## src/rtl/icy_dsp_pkg.sv

```systemverilog
// Shared receive-DSP definitions: default sample widths, clip-window length,
// full-scale code helpers and the sample classification type.
package icy_dsp_pkg;

   localparam int unsigned ISZ_DEF      = 12;
   localparam int unsigned OSZ_DEF      = 17;
   localparam int unsigned WIN_LOG2_DEF = 10;

   // Classification of an ADC code against the converter's full-scale rails.
   typedef enum logic [1:0] {
      CLS_IN_RANGE = 2'd0,
      CLS_POS_FS   = 2'd1,
      CLS_NEG_FS   = 2'd2
   } sample_class_e;

   // Largest positive code of a w-bit two's complement sample: 0111...1
   function automatic logic [31:0] max_code(input int unsigned w);
      return (32'd1 << (w - 1)) - 32'd1;
   endfunction

   // Most negative code of a w-bit two's complement sample: 1000...0
   function automatic logic [31:0] min_code(input int unsigned w);
      return 32'd1 << (w - 1);
   endfunction

endpackage

```

## src/rtl/clip_window_monitor.sv

```systemverilog
// Clip monitor: counts full-scale ADC codes over windows of 2**WIN_LOG2
// accepted samples and publishes the count and a threshold flag at each close.
// Optional macro ADC_SAMPLE_EXPANDER_PEAK_EN adds per-window peak |sample|.
// Ports:
//   clk, rst        clock, asynchronous active-high reset
//   accept_i        strobe: sample_i is accepted this cycle
//   sample_i        signed ADC sample
//   clip_thresh_i   threshold, sampled at window close
//   clip_count_o    clip count of last completed window
//   clip_flag_o     clip_count_o >= threshold at close
//   win_done_o      one-cycle pulse after each window close
//   peak_o          (macro only) largest |sample| of last completed window
module clip_window_monitor
   import icy_dsp_pkg::*;
#(
   parameter int unsigned ISZ      = ISZ_DEF,
   parameter int unsigned WIN_LOG2 = WIN_LOG2_DEF,
   parameter int unsigned CNT_W    = WIN_LOG2 + 1
) (
   input  logic             clk,
   input  logic             rst,
   input  logic             accept_i,
   input  logic [ISZ-1:0]   sample_i,
   input  logic [CNT_W-1:0] clip_thresh_i,
   output logic [CNT_W-1:0] clip_count_o,
   output logic             clip_flag_o,
   output logic             win_done_o
`ifdef ADC_SAMPLE_EXPANDER_PEAK_EN
  ,output logic [ISZ-2:0]   peak_o
`endif
);

   localparam logic [ISZ-1:0] MAX_CODE = ISZ'(max_code(ISZ));
   localparam logic [ISZ-1:0] MIN_CODE = ISZ'(min_code(ISZ));

   sample_class_e          cls;
   logic                   clip;
   logic                   last;
   logic [CNT_W-1:0]       total;
   logic [WIN_LOG2-1:0]    smp_cnt_q, smp_cnt_d;
   logic [CNT_W-1:0]       run_q, run_d;
   logic [CNT_W-1:0]       clip_count_q;
   logic                   clip_flag_q;
   logic                   win_done_q;

   always_comb begin
      cls = CLS_IN_RANGE;
      if (sample_i == MAX_CODE)      cls = CLS_POS_FS;
      else if (sample_i == MIN_CODE) cls = CLS_NEG_FS;
      clip  = (cls != CLS_IN_RANGE);
      // Counter is all-ones on the 2**WIN_LOG2-th sample; it wraps to zero
      // on that accept, so the closing sample lands in the closing window.
      last  = accept_i && (smp_cnt_q == '1);
      total = run_q + CNT_W'(clip);
      smp_cnt_d = accept_i ? smp_cnt_q + 1'b1 : smp_cnt_q;
      run_d     = last ? '0 : (accept_i ? total : run_q);
   end

   always_ff @(posedge clk or posedge rst) begin
      if (rst) begin
         smp_cnt_q    <= '0;
         run_q        <= '0;
         clip_count_q <= '0;
         clip_flag_q  <= 1'b0;
         win_done_q   <= 1'b0;
      end else begin
         smp_cnt_q  <= smp_cnt_d;
         run_q      <= run_d;
         win_done_q <= last;
         if (last) begin
            clip_count_q <= total;
            clip_flag_q  <= (total >= clip_thresh_i);
         end
      end
   end

   assign clip_count_o = clip_count_q;
   assign clip_flag_o  = clip_flag_q;
   assign win_done_o   = win_done_q;

`ifdef ADC_SAMPLE_EXPANDER_PEAK_EN
   logic [ISZ-2:0] mag;
   logic [ISZ-2:0] pk_max;
   logic [ISZ-2:0] run_pk_q, run_pk_d;
   logic [ISZ-2:0] peak_q;

   always_comb begin
      // Negative full scale has no positive twin; saturate its magnitude.
      if (cls == CLS_NEG_FS)        mag = '1;
      else if (sample_i[ISZ-1])     mag = ~sample_i[ISZ-2:0] + 1'b1;
      else                          mag = sample_i[ISZ-2:0];
      pk_max   = (mag > run_pk_q) ? mag : run_pk_q;
      run_pk_d = last ? '0 : (accept_i ? pk_max : run_pk_q);
   end

   always_ff @(posedge clk or posedge rst) begin
      if (rst) begin
         run_pk_q <= '0;
         peak_q   <= '0;
      end else begin
         run_pk_q <= run_pk_d;
         if (last) peak_q <= pk_max;
      end
   end

   assign peak_o = peak_q;
`endif

endmodule

```

## src/rtl/adc_sample_expander.sv

```systemverilog
// ADC sample expander: widens signed ISZ-bit ADC samples to OSZ bits with a
// programmable power-of-two gain, behind a one-stage valid/ready pipeline,
// and monitors full-scale clipping per window.
// Optional macro ADC_SAMPLE_EXPANDER_PEAK_EN adds the peak output.
// Ports:
//   clk, rst         clock, asynchronous active-high reset
//   i_data/i_valid/i_ready   upstream handshake (i_ready combinational)
//   shift            left-shift gain, clamped to OSZ-ISZ
//   o_data/o_valid/o_ready   downstream handshake (registered)
//   clip_thresh      clip threshold, sampled at window close
//   clip_count, clip_flag, win_done   window clip report
//   peak             (macro only) largest |i_data| of last window
module adc_sample_expander
   import icy_dsp_pkg::*;
#(
   parameter int unsigned ISZ      = ISZ_DEF,
   parameter int unsigned OSZ      = OSZ_DEF,
   parameter int unsigned WIN_LOG2 = WIN_LOG2_DEF,
   parameter int unsigned CNT_W    = WIN_LOG2 + 1
) (
   input  logic             clk,
   input  logic             rst,
   input  logic [ISZ-1:0]   i_data,
   input  logic             i_valid,
   output logic             i_ready,
   input  logic [2:0]       shift,
   output logic [OSZ-1:0]   o_data,
   output logic             o_valid,
   input  logic             o_ready,
   input  logic [CNT_W-1:0] clip_thresh,
   output logic [CNT_W-1:0] clip_count,
   output logic             clip_flag,
   output logic             win_done
`ifdef ADC_SAMPLE_EXPANDER_PEAK_EN
  ,output logic [ISZ-2:0]   peak
`endif
);

   localparam int unsigned SH_MAX = OSZ - ISZ;

   logic           accept;
   int unsigned    sh_eff;
   logic [OSZ-1:0] wide;
   logic [OSZ-1:0] o_data_q, o_data_d;
   logic           o_valid_q, o_valid_d;

   assign i_ready = ~o_valid_q | o_ready;

   always_comb begin
      accept = i_valid & i_ready;
      sh_eff = 32'(shift);
      if (sh_eff > SH_MAX) sh_eff = SH_MAX;
      // Gain is bounded by the headroom, so the shift can never overflow.
      wide     = {{(OSZ-ISZ){i_data[ISZ-1]}}, i_data};
      o_data_d = accept ? (wide <<< sh_eff) : o_data_q;
      if (accept)       o_valid_d = 1'b1;
      else if (o_ready) o_valid_d = 1'b0;
      else              o_valid_d = o_valid_q;
   end

   always_ff @(posedge clk or posedge rst) begin
      if (rst) begin
         o_data_q  <= '0;
         o_valid_q <= 1'b0;
      end else begin
         o_data_q  <= o_data_d;
         o_valid_q <= o_valid_d;
      end
   end

   assign o_data  = o_data_q;
   assign o_valid = o_valid_q;

   clip_window_monitor #(
      .ISZ      (ISZ),
      .WIN_LOG2 (WIN_LOG2),
      .CNT_W    (CNT_W)
   ) u_clip_mon (
      .clk           (clk),
      .rst           (rst),
      .accept_i      (accept),
      .sample_i      (i_data),
      .clip_thresh_i (clip_thresh),
      .clip_count_o  (clip_count),
      .clip_flag_o   (clip_flag),
      .win_done_o    (win_done)
`ifdef ADC_SAMPLE_EXPANDER_PEAK_EN
     ,.peak_o        (peak)
`endif
   );

endmodule

```

## config.mk

```make
export PLATFORM = sky130hd
export DESIGN_NAME = adc_sample_expander
export DESIGN_NICKNAME = d
export VERILOG_FILES = /design/src/rtl/icy_dsp_pkg.sv /design/src/rtl/clip_window_monitor.sv /design/src/rtl/adc_sample_expander.sv
export SDC_FILE = /design/constraint.sdc
export NUM_CORES = 1
export LEC_CHECK = 0
export ABC_AREA = 0
export CELL_PAD_IN_SITES_DETAIL_PLACEMENT = 1
export CELL_PAD_IN_SITES_GLOBAL_PLACEMENT = 1
export CORE_ASPECT_RATIO = 1.25
export CORE_MARGIN = 2
export CORE_UTILIZATION = 40
export DETAILED_ROUTE_END_ITERATION = 7
export PLACE_DENSITY = 0.87
export SLEW_MARGIN = 0
export SYNTH_ARGS = -nofsm -noshare
export SYNTH_HDL_FRONTEND = slang
export SYNTH_HIERARCHICAL = 1
export SYNTH_SLANG_ARGS = --single-unit
```

## constraint.sdc

```tcl
create_clock -name clk -period 2.69 [get_ports clk]
set_input_delay 0.538 -clock clk [delete_from_list [all_inputs] [get_ports clk]]
set_output_delay 0.538 -clock clk [all_outputs]
set_load 0.02 [all_outputs]
```

# [Yosys cells after proc, flatten, opt, wreduce, memory -nomap -nowiden]
# Cells that the tools add are included.
[word_totals] regBits=52 input_bits=30 out_inout_bits=32
[classes] addsub=2 magnitude_cmp=2 eq_ne=3 n_shift=1 n_mux=7 bitwise=3 n_reduce_logical=4
[op_table] operator="$sshl 17x32->17" n=1
[op_table] operator="$mux 11" n=2
[op_table] operator="$eq 12x11->1 const B" n=1
[op_table] operator="$eq 12x12->1 const B" n=1
[op_table] operator="$add 11x1->11" n=1
[op_table] operator="$ge 11x11->1" n=1
[op_table] operator="$add 10x1->10 const B" n=1
[op_table] operator="$eq 10x10->1 const B" n=1
[op_table] operator="$reduce_bool 2->1" n=3
[op_table] operator="$mux 2" n=2
[op_table] operator="$gt 3x3->1 const B" n=1
[op_table] operator="$mux 3" n=1
[op_table] operator="$mux 1" n=2
[op_table] operator="$and 1x1->1" n=1
[op_table] operator="$logic_and 1x1->1" n=1
[op_table] operator="$not 1->1" n=1
[op_table] operator="$or 1x1->1" n=1

# [Logic depth before layout (Yosys ltp)]
[depth] ltp_word=7 mapped_depth=13 mapped_depth_nobuf=13

# [Cells and area by module]
# Netlist, hierarchy kept.
[by_module_without_submodules] module="clip_window_monitor" n_inst=1 cells_per_inst=192 area_per_inst_um2=1916.8
[by_module_without_submodules] module="adc_sample_expander" n_inst=1 cells_per_inst=118 area_per_inst_um2=1149.9

# [Worst setup path after synthesis]
# No wires, ideal clock.
[synth_timing] kind="in2reg" start="input i_data[6]" end="register u_clip_mon.clip_flag_q (netlist: u_clip_mon/clip_flag_o)" setup_ps=127 arrival_time_ps=2596 required_time_ps=2563 path_slack_ps=-33 path_stages=13 n_path_buf=0 cell_sequence="nor4b_1 -> nand3_1 -> o31ai_1 -> ha_1 -> ha_1 -> nand2_1 -> nor4_1 -> xor2_1 -> ha_1 -> a21oi_1 -> o21ai_0 -> mux2i_1 -> o31ai_1"
[synth_between] elab_chain_cells=6
[synth_lines] element="start, declared" line_no="adc_sample_expander.sv:23" source="input logic [ISZ-1:0] i_data,"
[synth_lines] element="$eq 12x12->1" line_no="clip_window_monitor.sv:49" source="else if (sample_i == MIN_CODE) cls = CLS_NEG_FS;"
[synth_lines] element="$mux 2" line_no="clip_window_monitor.sv:49"
[synth_lines] element="$mux 2 *" line_no="clip_window_monitor.sv:48" source="if (sample_i == MAX_CODE) cls = CLS_POS_FS;"
[synth_lines] element="$reduce_bool 2->1 *" line_no="clip_window_monitor.sv:50" source="clip = (cls != CLS_IN_RANGE);"
[synth_lines] element="$add 11x1->11 *" line_no="clip_window_monitor.sv:54" source="total = run_q + CNT_W'(clip);"
[synth_lines] element="via u_clip_mon.total[10]" line_no="clip_window_monitor.sv:39" source="logic [CNT_W-1:0] total;"
[synth_lines] element="$ge 11x11->1 *" line_no="clip_window_monitor.sv:72" source="clip_flag_q <= (total >= clip_thresh_i);"
[synth_lines] element="end signal, assigned" line_no="clip_window_monitor.sv:72"
[synth_lines] element="end, declared" line_no="clip_window_monitor.sv:43" source="logic clip_flag_q;"
# Mark *: on every way through the listed nets, which the timed path passes. The rest lies on a longest branch.
# A chain may end at the register's enable or synchronous reset.

# [Final worst setup path]
[layout_timing] start="input i_data[0]" end="register u_clip_mon.clip_flag_q (netlist: u_clip_mon/clip_flag_o)"
# The elaborated chain is that of the path after synthesis.

==> metrics <==
Area contributors post-synth=dfrtp_1, ha_1, mux2_2; most common cell after layout, fill and taps aside=dfrtp_1; slowest stage delay, CP=0.31 ns; Max-Slew Margin vs Limit=51.1%; Worst Skew=0.00441 ns; Die Y=102 µm; Area after DPL=3920 µm²; critical path arrival=2.92 ns; Yosys reg bits=52; final period utilization=101%; WL per Instance=19.9 µm; die width=82.3 µm; Clk pwr share=22.3%; clock period minus worst slack=2.73 ns; DP Worst Slack=-1.04 ns; failing checks=negative setup slack; via count=2,775; total track usage=23.8%; Die ar.=8390 µm²; Num CTS Buffers=5; maxcap violations=0; final instance area=4170 µm²; Setup TNS Final=-0.0384 ns; worst vdd ir=0.000277 V; final hold violation count=0; CTS clock-pin slew for the worst setup and hold paths=0.09 ns; Buffers on Ports=61; Leakage=1.96 nW; sequential fraction of the synthesis area=42.4%; Critical Path Sink Type=register; asr flop ratio synth=100%; Critical Path Start Type=primary input; worst hold start=u_clip_mon/clip_count_o[3]; Synth Area per Inst=9.89 µm²; crit-path max FO=4; clock buffer depth=2; pin count of the biggest net entering global routing=35; Starting Density=41.4%; worst skew pair latency=0.31 ns; required time worst endpoint=2.88 ns; switch share=33.3%; hold crit path type=reg -> reg; most frequent cells in the layout=dfrtp_1, clkdlybuf4s50_1, buf_4; Logic pwr share=29.0%; Avg Vias per Cell=5.63; Synth-to-Final Area Change=36.1%; Post-synth EDFFs=0; floorplan row count=35; ANT nets after route=0; CTS tree=built; Finish-stage setup viols=1; vias in the first global route=3,118; NumNets Final=446; Setup WS post-layout=-0.0384 ns; routability-driven placement congestion ratio=0.845; Syn. warnings=6; initial antenna violation count=0; Pwr Density=480 nW/µm²; 1st-iter DRT viols=113; CORE AREA=7400 µm²; Synth Instances=310; worst slew pin tran=0.733 ns; part of the power in registers=48.7%; dominant cell type by area after synthesis=dfrtp_1; CP max stage cell=nor4_4; first-pass GRT wire length=15.1 mm; H-tree Lvls=2; antenna fix cells=0; crit path cell chain=buf_6, nor4_4, nand3_1, o31ai_2, buf_4, ha_4, ha_4, nand2_4, nor4_4, xor2_1, ha_1, a21oi_2, o21ai_1, mux2i_1, o31ai_1; WL final=9.79 mm; P_sw=668 µW; Initial DRT Pass Iterations=4; IO Pins=62; status=finished, violations left; Synth top area share=42.4%; CTS Sinks=52; unrepaired setup endpoints after global routing=yes; aggregate global routing overflow=0; DRC viols=0; CTS Hold Bufs=0; Max Slew Vio Count=0; synthesized area=3070 µm²; hpwl dp=6.74 mm; Max Clk Rate=367 MHz; root buffer cell=clkbuf_8; Synth Net Count=355; top_reg_cell synth=dfrtp_1; Worst Setup Path Type=in -> reg; layout cells sized above 1=23.9%; Int Power=1.34 mW; worst r2r src=u_clip_mon/run_q[3]; library cells used by synthesis=49; Critical Path Start=i_data[0]
## final timing paths
| check | end | slack (ns) | cells past startpoint |
|---|---|---|---|
| max in group asynchronous | o_data[5] | 1.53 | 2 |
| setup reg to reg | u_clip_mon/clip_flag_o | 0.43 | 8 |
| hold reg to reg | u_clip_mon/clip_count_o[3] | 0.49 | 2 |
| min in group asynchronous | u_clip_mon/smp_cnt_q[5] | 0.69 | 3 |
| hold / removal | u_clip_mon/clip_count_o[3] | 0.49 | 2 |
| setup / recovery | u_clip_mon/clip_flag_o | -0.04 | 15 |
## layer usage
layer  track usage (%)  vias to the layer above  part of all wire [%]
met5                 0                        -                     0
met3              4.68                       24                   4.4
li1                  -                     1281                     -
met1              24.2                     1368                    37
met2              45.9                      102                    56
met4              10.0                        0                   2.5
## power groups by stage
stage	combinational, mW	clock, mW	sequential (mW)
after floorplan	0.259	0	1.01
after global placement	0.528	0	0.975
after detailed placement	0.555	0	0.984
after CTS	0.566	0.461	0.971
after global routing	0.633	0.483	0.991
final	0.581	0.448	0.976
## layout make-up
| class | instances | area, µm² |
|---|---|---|
| clock buffer | 5 | 68.8 |
| clock inverter | 2 | 12.5 |
| fill | 831 | 3230 |
| inverter | 21 | 83.8 |
| multi-input combinational | 224 | 1730 |
| sequential | 52 | 1300 |
| tap | 92 | 115 |
| timing repair buffer | 97 | 862 |
## flip-flops by register name, summed over array words and instances (netlist names)
| register | cells |
|---|---|
| u_clip_mon/run_q | 11 |
| u_clip_mon/clip_flag_o | 1 |
| u_clip_mon/win_done_o | 1 |
| u_clip_mon/smp_cnt_q | 10 |
| u_clip_mon/clip_count_o | 11 |
| o_data | 17 |
| o_valid | 1 |
## synthesized netlist by cell type, types with 2 or more instances
cell type   n
dfrtp_1    52
nand2_1    37
inv_1      19
mux2_2     16
ha_1       15
a21oi_1    14
nor2_1     14
o21ai_0    12
mux2i_1    11
nand3_1    10
xor2_1      9
xnor2_1     8
nand4_1     7
o22ai_1     7
nand2b_1    6
o31ai_1     6
a21o_1      5
a31o_2      5
buf_2       5
and2b_1     4
buf_6       4
nor2b_1     4
o2bb2ai_1   4
a211oi_1    3
nor4_1      3
a2111o_1    2
a31oi_1     2
and3_1      2
nor3_1      2
o211ai_1    2
or3_1       2
## cell families (layout without fill, tap and decap cells)
family          after synthesis  after routing  share of synthesized area, %
fa+ha+maj                    15             15                          6.12
flops                        52             52                          42.4
compound gates               67             67                          14.8
mux                          28             28                          9.83
xor+xnor                     17             17                          4.86
buf+inv                      34            125                          6.08
simple gates                 97             97                          15.9
## repair_timing
item / in CTS / in global routing
endpoints found under the hold margin: 0 / 0
setup endpoints to repair: 9 / 1
buffers inserted: 4 / 3
resized for setup: 71 / 13
pin swaps: 12 / 11
## worst max-delay path: cells and delay by family
kind,cells,cell delay (ns)
AND/OR/NAND/NOR,4,0.70
XOR/XNOR,1,0.25
buffers and inverters,2,0.28
adder cells (fa/ha/maj),3,0.63
multiplexers,1,0.13
AO/OA/AOI/OAI,4,0.40
## metrics by stage
stage | cells | hold WS [ns] | util [%] | total power, mW
3_3_place_gp | 479 | 0.463 | 53.0 | 1.50
2_1_floorplan | 310 | 0.446 | - | 1.27
5_1_grt | 493 | 0.509 | 56.4 | 2.11
6_report | 493 | 0.488 | 56.4 | 2.00
4_1_cts | 490 | 0.495 | 55.4 | 2.00
3_5_place_dp | 479 | 0.472 | 53.0 | 1.54
Power figures use the tool's default switching activity.
